==> src/rtl/retry_scheduler.sv <==
// retry_scheduler: issue-side controller for a retried pipeline.
// It hands out IDs to new operations and keeps a copy of each payload.
// It re-issues a stored payload when the end side asks for a retry.
// It frees the entry when the operation completes.
// It abandons an operation, with a one-cycle fail pulse, once its retry budget is spent.
// Optional statistics counters are compiled in with `define RETRY_SCHEDULER_STATS_EN.
module retry_scheduler #(
  parameter type DataType   = logic,
  parameter int  IDSize     = 2,
  parameter int  MaxRetries = 3
) (
  input  logic                   clk_i,
  input  logic                   rst_i,
  input  DataType                data_i,
  input  logic                   valid_i,
  output logic                   ready_o,
  input  logic [IDSize-1:0]      retry_id_i,
  input  logic                   retry_valid_i,
  output logic                   retry_ready_o,
  input  logic [IDSize-1:0]      done_id_i,
  input  logic                   done_valid_i,
  output DataType                data_o,
  output logic [IDSize-1:0]      id_o,
  output logic                   valid_o,
  input  logic                   ready_i,
  output logic                   fail_valid_o,
  output logic [IDSize-1:0]      fail_id_o,
`ifdef RETRY_SCHEDULER_STATS_EN
  input  logic                   stat_clear_i,
  output logic [31:0]            stat_retries_o,
  output logic [31:0]            stat_fails_o,
`endif
  output logic [(2**IDSize)-1:0] busy_o
);

  localparam int NumIds = 2 ** IDSize;
  localparam int CntW   = $clog2(MaxRetries + 1);

  // Per-entry state
  logic [NumIds-1:0] busy_reg;
  logic [CntW-1:0]   cnt_reg [NumIds];
  DataType           table_mem [NumIds];

  logic              fail_valid_reg;
  logic [IDSize-1:0] fail_id_reg;

  // Decoded events for this cycle
  logic [IDSize-1:0] free_id;
  logic              any_free;
  logic              done_hit;
  logic              retry_live;
  logic              retry_at_limit;
  logic              retry_issue;
  logic              retry_exhaust;
  logic              retry_hs;
  logic              new_hs;
  logic [NumIds-1:0] alloc_vec;
  logic [NumIds-1:0] free_vec;
  logic [NumIds-1:0] bump_vec;

  // Lowest-index idle entry; scanning downwards lets the lowest index win.
  always_comb begin
    free_id  = '0;
    any_free = 1'b0;
    for (int i = NumIds - 1; i >= 0; i--) begin
      if (!busy_reg[i]) begin
        free_id  = IDSize'(i);
        any_free = 1'b1;
      end
    end
  end

  // A completion on the same live ID swallows a retry request.
  // That ID is delivered, so re-sending it would duplicate the operation.
  assign done_hit       = done_valid_i & busy_reg[done_id_i];
  assign retry_live     = retry_valid_i & busy_reg[retry_id_i]
                          & ~(done_hit & (done_id_i == retry_id_i));
  assign retry_at_limit = (cnt_reg[retry_id_i] >= CntW'(MaxRetries));
  assign retry_issue    = retry_live & ~retry_at_limit;
  assign retry_exhaust  = retry_live & retry_at_limit;
  assign retry_hs       = retry_issue & ready_i;
  assign new_hs         = ~retry_valid_i & valid_i & ready_i & any_free;

  for (genvar gi = 0; gi < NumIds; gi++) begin : g_entry
    assign alloc_vec[gi] = new_hs & (free_id == IDSize'(gi));
    assign free_vec[gi]  = (done_hit & (done_id_i == IDSize'(gi)))
                         | (retry_exhaust & (retry_id_i == IDSize'(gi)));
    assign bump_vec[gi]  = retry_hs & (retry_id_i == IDSize'(gi));
  end

  // Issue mux: any retry request owns the cycle, even one that issues nothing.
  always_comb begin
    data_o        = data_i;
    id_o          = free_id;
    valid_o       = 1'b0;
    ready_o       = 1'b0;
    retry_ready_o = 1'b0;
    if (retry_valid_i) begin
      data_o        = table_mem[retry_id_i];
      id_o          = retry_id_i;
      valid_o       = retry_issue;
      retry_ready_o = retry_issue ? ready_i : 1'b1;
    end else begin
      valid_o = valid_i & any_free;
      ready_o = ready_i & any_free;
    end
  end

  // Busy bits and retry counters; freeing and allocating never target the same entry.
  always_ff @(posedge clk_i) begin
    if (rst_i) begin
      busy_reg <= '0;
      for (int i = 0; i < NumIds; i++) cnt_reg[i] <= '0;
    end else begin
      for (int i = 0; i < NumIds; i++) begin
        if (free_vec[i]) begin
          busy_reg[i] <= 1'b0;
          cnt_reg[i]  <= '0;
        end else if (alloc_vec[i]) begin
          busy_reg[i] <= 1'b1;
          cnt_reg[i]  <= '0;
        end else if (bump_vec[i]) begin
          cnt_reg[i]  <= cnt_reg[i] + 1'b1;
        end
      end
    end
  end

  // Payload table; written only when a new operation is accepted, so it needs no reset.
  always_ff @(posedge clk_i) begin
    for (int i = 0; i < NumIds; i++) begin
      if (alloc_vec[i]) table_mem[i] <= data_i;
    end
  end

  // One-cycle fail pulse for the entry that ran out of retries.
  always_ff @(posedge clk_i) begin
    if (rst_i) begin
      fail_valid_reg <= 1'b0;
      fail_id_reg    <= '0;
    end else begin
      fail_valid_reg <= retry_exhaust;
      if (retry_exhaust) fail_id_reg <= retry_id_i;
    end
  end

  assign fail_valid_o = fail_valid_reg;
  assign fail_id_o    = fail_id_reg;
  assign busy_o       = busy_reg;

`ifdef RETRY_SCHEDULER_STATS_EN
  logic [31:0] stat_retries_reg;
  logic [31:0] stat_fails_reg;

  // Saturating counters of retry handshakes and fail pulses.
  always_ff @(posedge clk_i) begin
    if (rst_i || stat_clear_i) begin
      stat_retries_reg <= '0;
      stat_fails_reg   <= '0;
    end else begin
      if (retry_hs && !(&stat_retries_reg))     stat_retries_reg <= stat_retries_reg + 32'd1;
      if (fail_valid_reg && !(&stat_fails_reg)) stat_fails_reg   <= stat_fails_reg + 32'd1;
    end
  end

  assign stat_retries_o = stat_retries_reg;
  assign stat_fails_o   = stat_fails_reg;
`endif

endmodule

==> config.mk <==
export PLATFORM = sky130hd
export DESIGN_NAME = retry_scheduler
export DESIGN_NICKNAME = d
export VERILOG_FILES = /design/src/rtl/retry_scheduler.sv
export SDC_FILE = /design/constraint.sdc
export NUM_CORES = 1
export LEC_CHECK = 0
export ABC_AREA = 1
export ABC_CLOCK_PERIOD_IN_PS = 1300
export CORE_MARGIN = 2
export CORE_UTILIZATION = 45
export CTS_CLUSTER_DIAMETER = 80
export DETAILED_ROUTE_END_ITERATION = 10
export PLACE_DENSITY_LB_ADDON = 0.3
export SLEW_MARGIN = 0
export SYNTH_ARGS = -nofsm -noshare
export SYNTH_HDL_FRONTEND = slang
export SYNTH_SLANG_ARGS = --single-unit
==> constraint.sdc <==
create_clock -name clk_i -period 1.3 [get_ports clk_i]
set_input_delay 0.13 -clock clk_i [delete_from_list [all_inputs] [get_ports clk_i]]
set_output_delay 0.13 -clock clk_i [all_outputs]
set_load 0.03 [all_outputs]
==> results.yml <==
layout:
  final_common_cell: "buf_4"
  largest_reg_flops: 8
  num_antenna_cells: 0
  final_cell_mix: "60 x buf_4, 25 x nand2_1, 23 x nand2_2"
  nets: 292
  drive_gt1_share_pct: 64.6
  areaGrowthSynthToFinish_pct: 95.8
worst_setup_path:
  critical-path-slowest-cell: "edfxtp_1"
  cpPeakStageDelay_ns: 0.46
  cp-startpoint: "cnt_reg[0][0]$_SDFFCE_PN0P_"
  cp.depth: 9
  cp_common_cell: "nand2_1"
  reg2reg_depth: 9
  worstPathRequired_ns: 1.17
  cp_max_fo: 3
  path_delay_family: "simple AND/OR/NAND/NOR gates"
  r2r-start: "busy_o[2]$_SDFFE_PP0P_"
  arrival_ns: 1.71
  startpoint_type: "flop"
  endpoint_kind: "output pin"
  cp_cell_sequence: "nand2_1 > nand2_1 > inv_1 > nand2_1 > nand2_2 > nand3_4 > o21ai_2 > inv_1 > buf_6"
  critPathBufInv: 3
  crit_type: "reg -> out"
power_and_ir_drop:
  ir_drop_mv: 0.676
  leakagePower_nw: 1.19
  pwr-share-seq_pct: 44.8
  p_int_w: 0.000966
  swShare_pct: 34.5
  power_switching_w: 0.000509
  pwr-share-clk_pct: 23.5
  powerDensity_mw_per_mm2: 578
  pwr-share-comb_pct: 31.8
cts:
  clk_pin_slew_ns: 0.13
  cts_buffers: 3
  clk_latency_ns: 0.32
  cts_root_buffer: "clkbuf_4"
  cts.sinks: 19
  cts_tree: "yes"
  clock_path_buffers: 2
  htreeDepth: 1
synth:
  ys_ff_latch: 19
  netlist_area_mm2: 0.00130
  yosys_warnings: 0
  synth-async-reset-ratio_pct: 0
  synth_top_area_share_pct: 27.6
  synth_seq_area_share_pct: 38.4
  synthCells: 183
  synth_edf_count: 12
  synth_area_leaders: "edfxtp_1 28%, nand2_1 15%, dfxtp_1 11%, nor2_1 8.6%, nand3_1 8.1%"
  synth_cell_types: 23
  synth_top_flop_cell: "edfxtp_1"
  synth_top_area_cell: "edfxtp_1"
  avgSynthCellArea_um2: 7.12
  synthesis.nets: 194
grt:
  grt_pass1_vias: 1722
  antenna_found_initial: 0
  grt_use_total_pct: 32.6
  grt_pass1_wl_um: 8150
  gr-total-overflow: 0
  grt_max_degree: 11
floorplanning:
  die-width_um: 57.8
  initial_utilization_pct: 47.3
  die_area_mm2: 0.00334
  row_count: 19
  coreArea_mm2: 0.00276
  die_h_um: 57.8
  ios: 24
detailed_routing:
  wl_um: 7110
  wl_per_cell_um: 22.9
  vias: 1917
  via_per_inst: 6.16
  drc: 0
  drtAntennaViolNets: 0
  first_pass_iters: 5
  drt-initial-drc-count: 200
min_path:
  hold_path_class: "in -> reg"
  min_path_cells: 4
  min-delay-start: "retry_id_i[1]"
placed_design:
  place.detailed.hpwl_um: 3090
  gp_congestion: 0.954
  io_buffers: 23
sta:
  period_share_pct: 142
  tns_ns: -10.71
  finalSetupViolCount: 33
  slew_headroom_pct: 79.3
  grt_setup_unrepaired: "true"
  final_hold_viol_count: 0
  holdWs_ns: 0.217
  period_needed_ns: 1.84
  drv_slew: 0
  worst_slack_ns: -0.541
  finClkSkew_ns: 0.00363
  fmax_ghz: 0.543
  worst_slew_pin_slew_ns: 0.310
outcome:
  status: "complete, but fails checks"
  violations: "negative setup slack"
job:
  drv_cap: 0
==> per-layer routing <==
layer | share of wire [%] | up-vias | GRT usage, %
met5 | 0 | - | 0
met4 | 8.8 | 0 | 21.9
li1 | - | 782 | -
met1 | 36 | 877 | 37.8
met2 | 46 | 184 | 54.9
met3 | 9.2 | 74 | 5.58
==> power by group through the flow <==
stage / sequential (W) / combinational (W) / clock [W]
6_report: 0.000660 / 0.000468 / 0.000346
3_3_place_gp: 0.000670 / 0.000321 / 0
2_1_floorplan: 0.000675 / 0.000147 / 0
5_1_grt: 0.000661 / 0.000481 / 0.000356
4_1_cts: 0.000657 / 0.000368 / 0.000310
3_5_place_dp: 0.000671 / 0.000330 / 0
==> synthesized netlist by cell type (2+ instances only) <==
cell and n:
nor2_1 30, nand3_2 6, inv_2 3, dfxtp_1 7, edfxtp_1 12, o21ai_0 5, nor2_8 2, nor2_2 2
xnor2_1 4, nor3_1 4, a21oi_1 2, nand3_1 21, inv_1 25, nand2_1 51
==> metrics by stage <==
| step | total power (W) | utilization (%) | cell area, µm² | std cells | worst slack (ns) |
|---|---|---|---|---|---|
| after floorplan | 0.000822 | - | 1340 | 183 | -0.121 |
| after global placement | 0.000991 | 71.3 | 1970 | 285 | -0.619 |
| after detailed placement | 0.00100 | 71.3 | 1970 | 285 | -0.731 |
| after CTS | 0.00133 | 79.5 | 2190 | 295 | -0.365 |
| after global routing | 0.00150 | 92.6 | 2550 | 311 | -0.584 |
| final | 0.00147 | 92.6 | 2550 | 311 | -0.541 |
==> path summary, 6_finish.rpt <==
kind,slack (ns),to
max reg2reg,-0.44,cnt_reg[3][0]$_SDFFCE_PN0P_
max,-0.54,retry_ready_o
min,0.22,fail_id_o[1]$_SDFFE_PP0P_
min reg2reg,0.48,fail_id_o[0]$_SDFFE_PP0P_
==> worst reg2reg max path, cell delays in order, from the launching register on <==
cell and delay [ns]:
dfxtp_4 0.40, nand3_1 0.11, nand2_2 0.11, nor2_4 0.06, nor2_8 0.13, buf_6 0.12
nand3_4 0.15, nor2_4 0.22, nor2_2 0.07, nand3_2 0.09
==> area by class of cell <==
cell class | instances | area, µm²
Fill cell | 99 | 205
Timing Repair Buffer | 96 | 816
Clock buffer | 4 | 26.3
Tap cell | 31 | 38.8
Inverter | 28 | 108
Sequential cell | 19 | 515
Multi-Input combinational cell | 133 | 1050
==> logic make-up (layout without fill, tap and decap cells) <==
kind of cell | after synthesis | in the layout | synth area share [%]
buffers and inverters | 31 | 128 | 9.88
AND/OR/NAND/NOR | 119 | 119 | 44.5
flip-flops | 19 | 19 | 38.4
XOR/XNOR | 4 | 4 | 2.69
AO/OA/AOI/OAI | 10 | 10 | 4.51
==> what timing repair did <==
item,4_1_cts,5_1_grt
setup buffers,7,17
hold buffers,0,0
setup endpoints to repair,40,34
resized for setup,74,73
pin swaps,11,25
(Power assumes the default switching activity.)
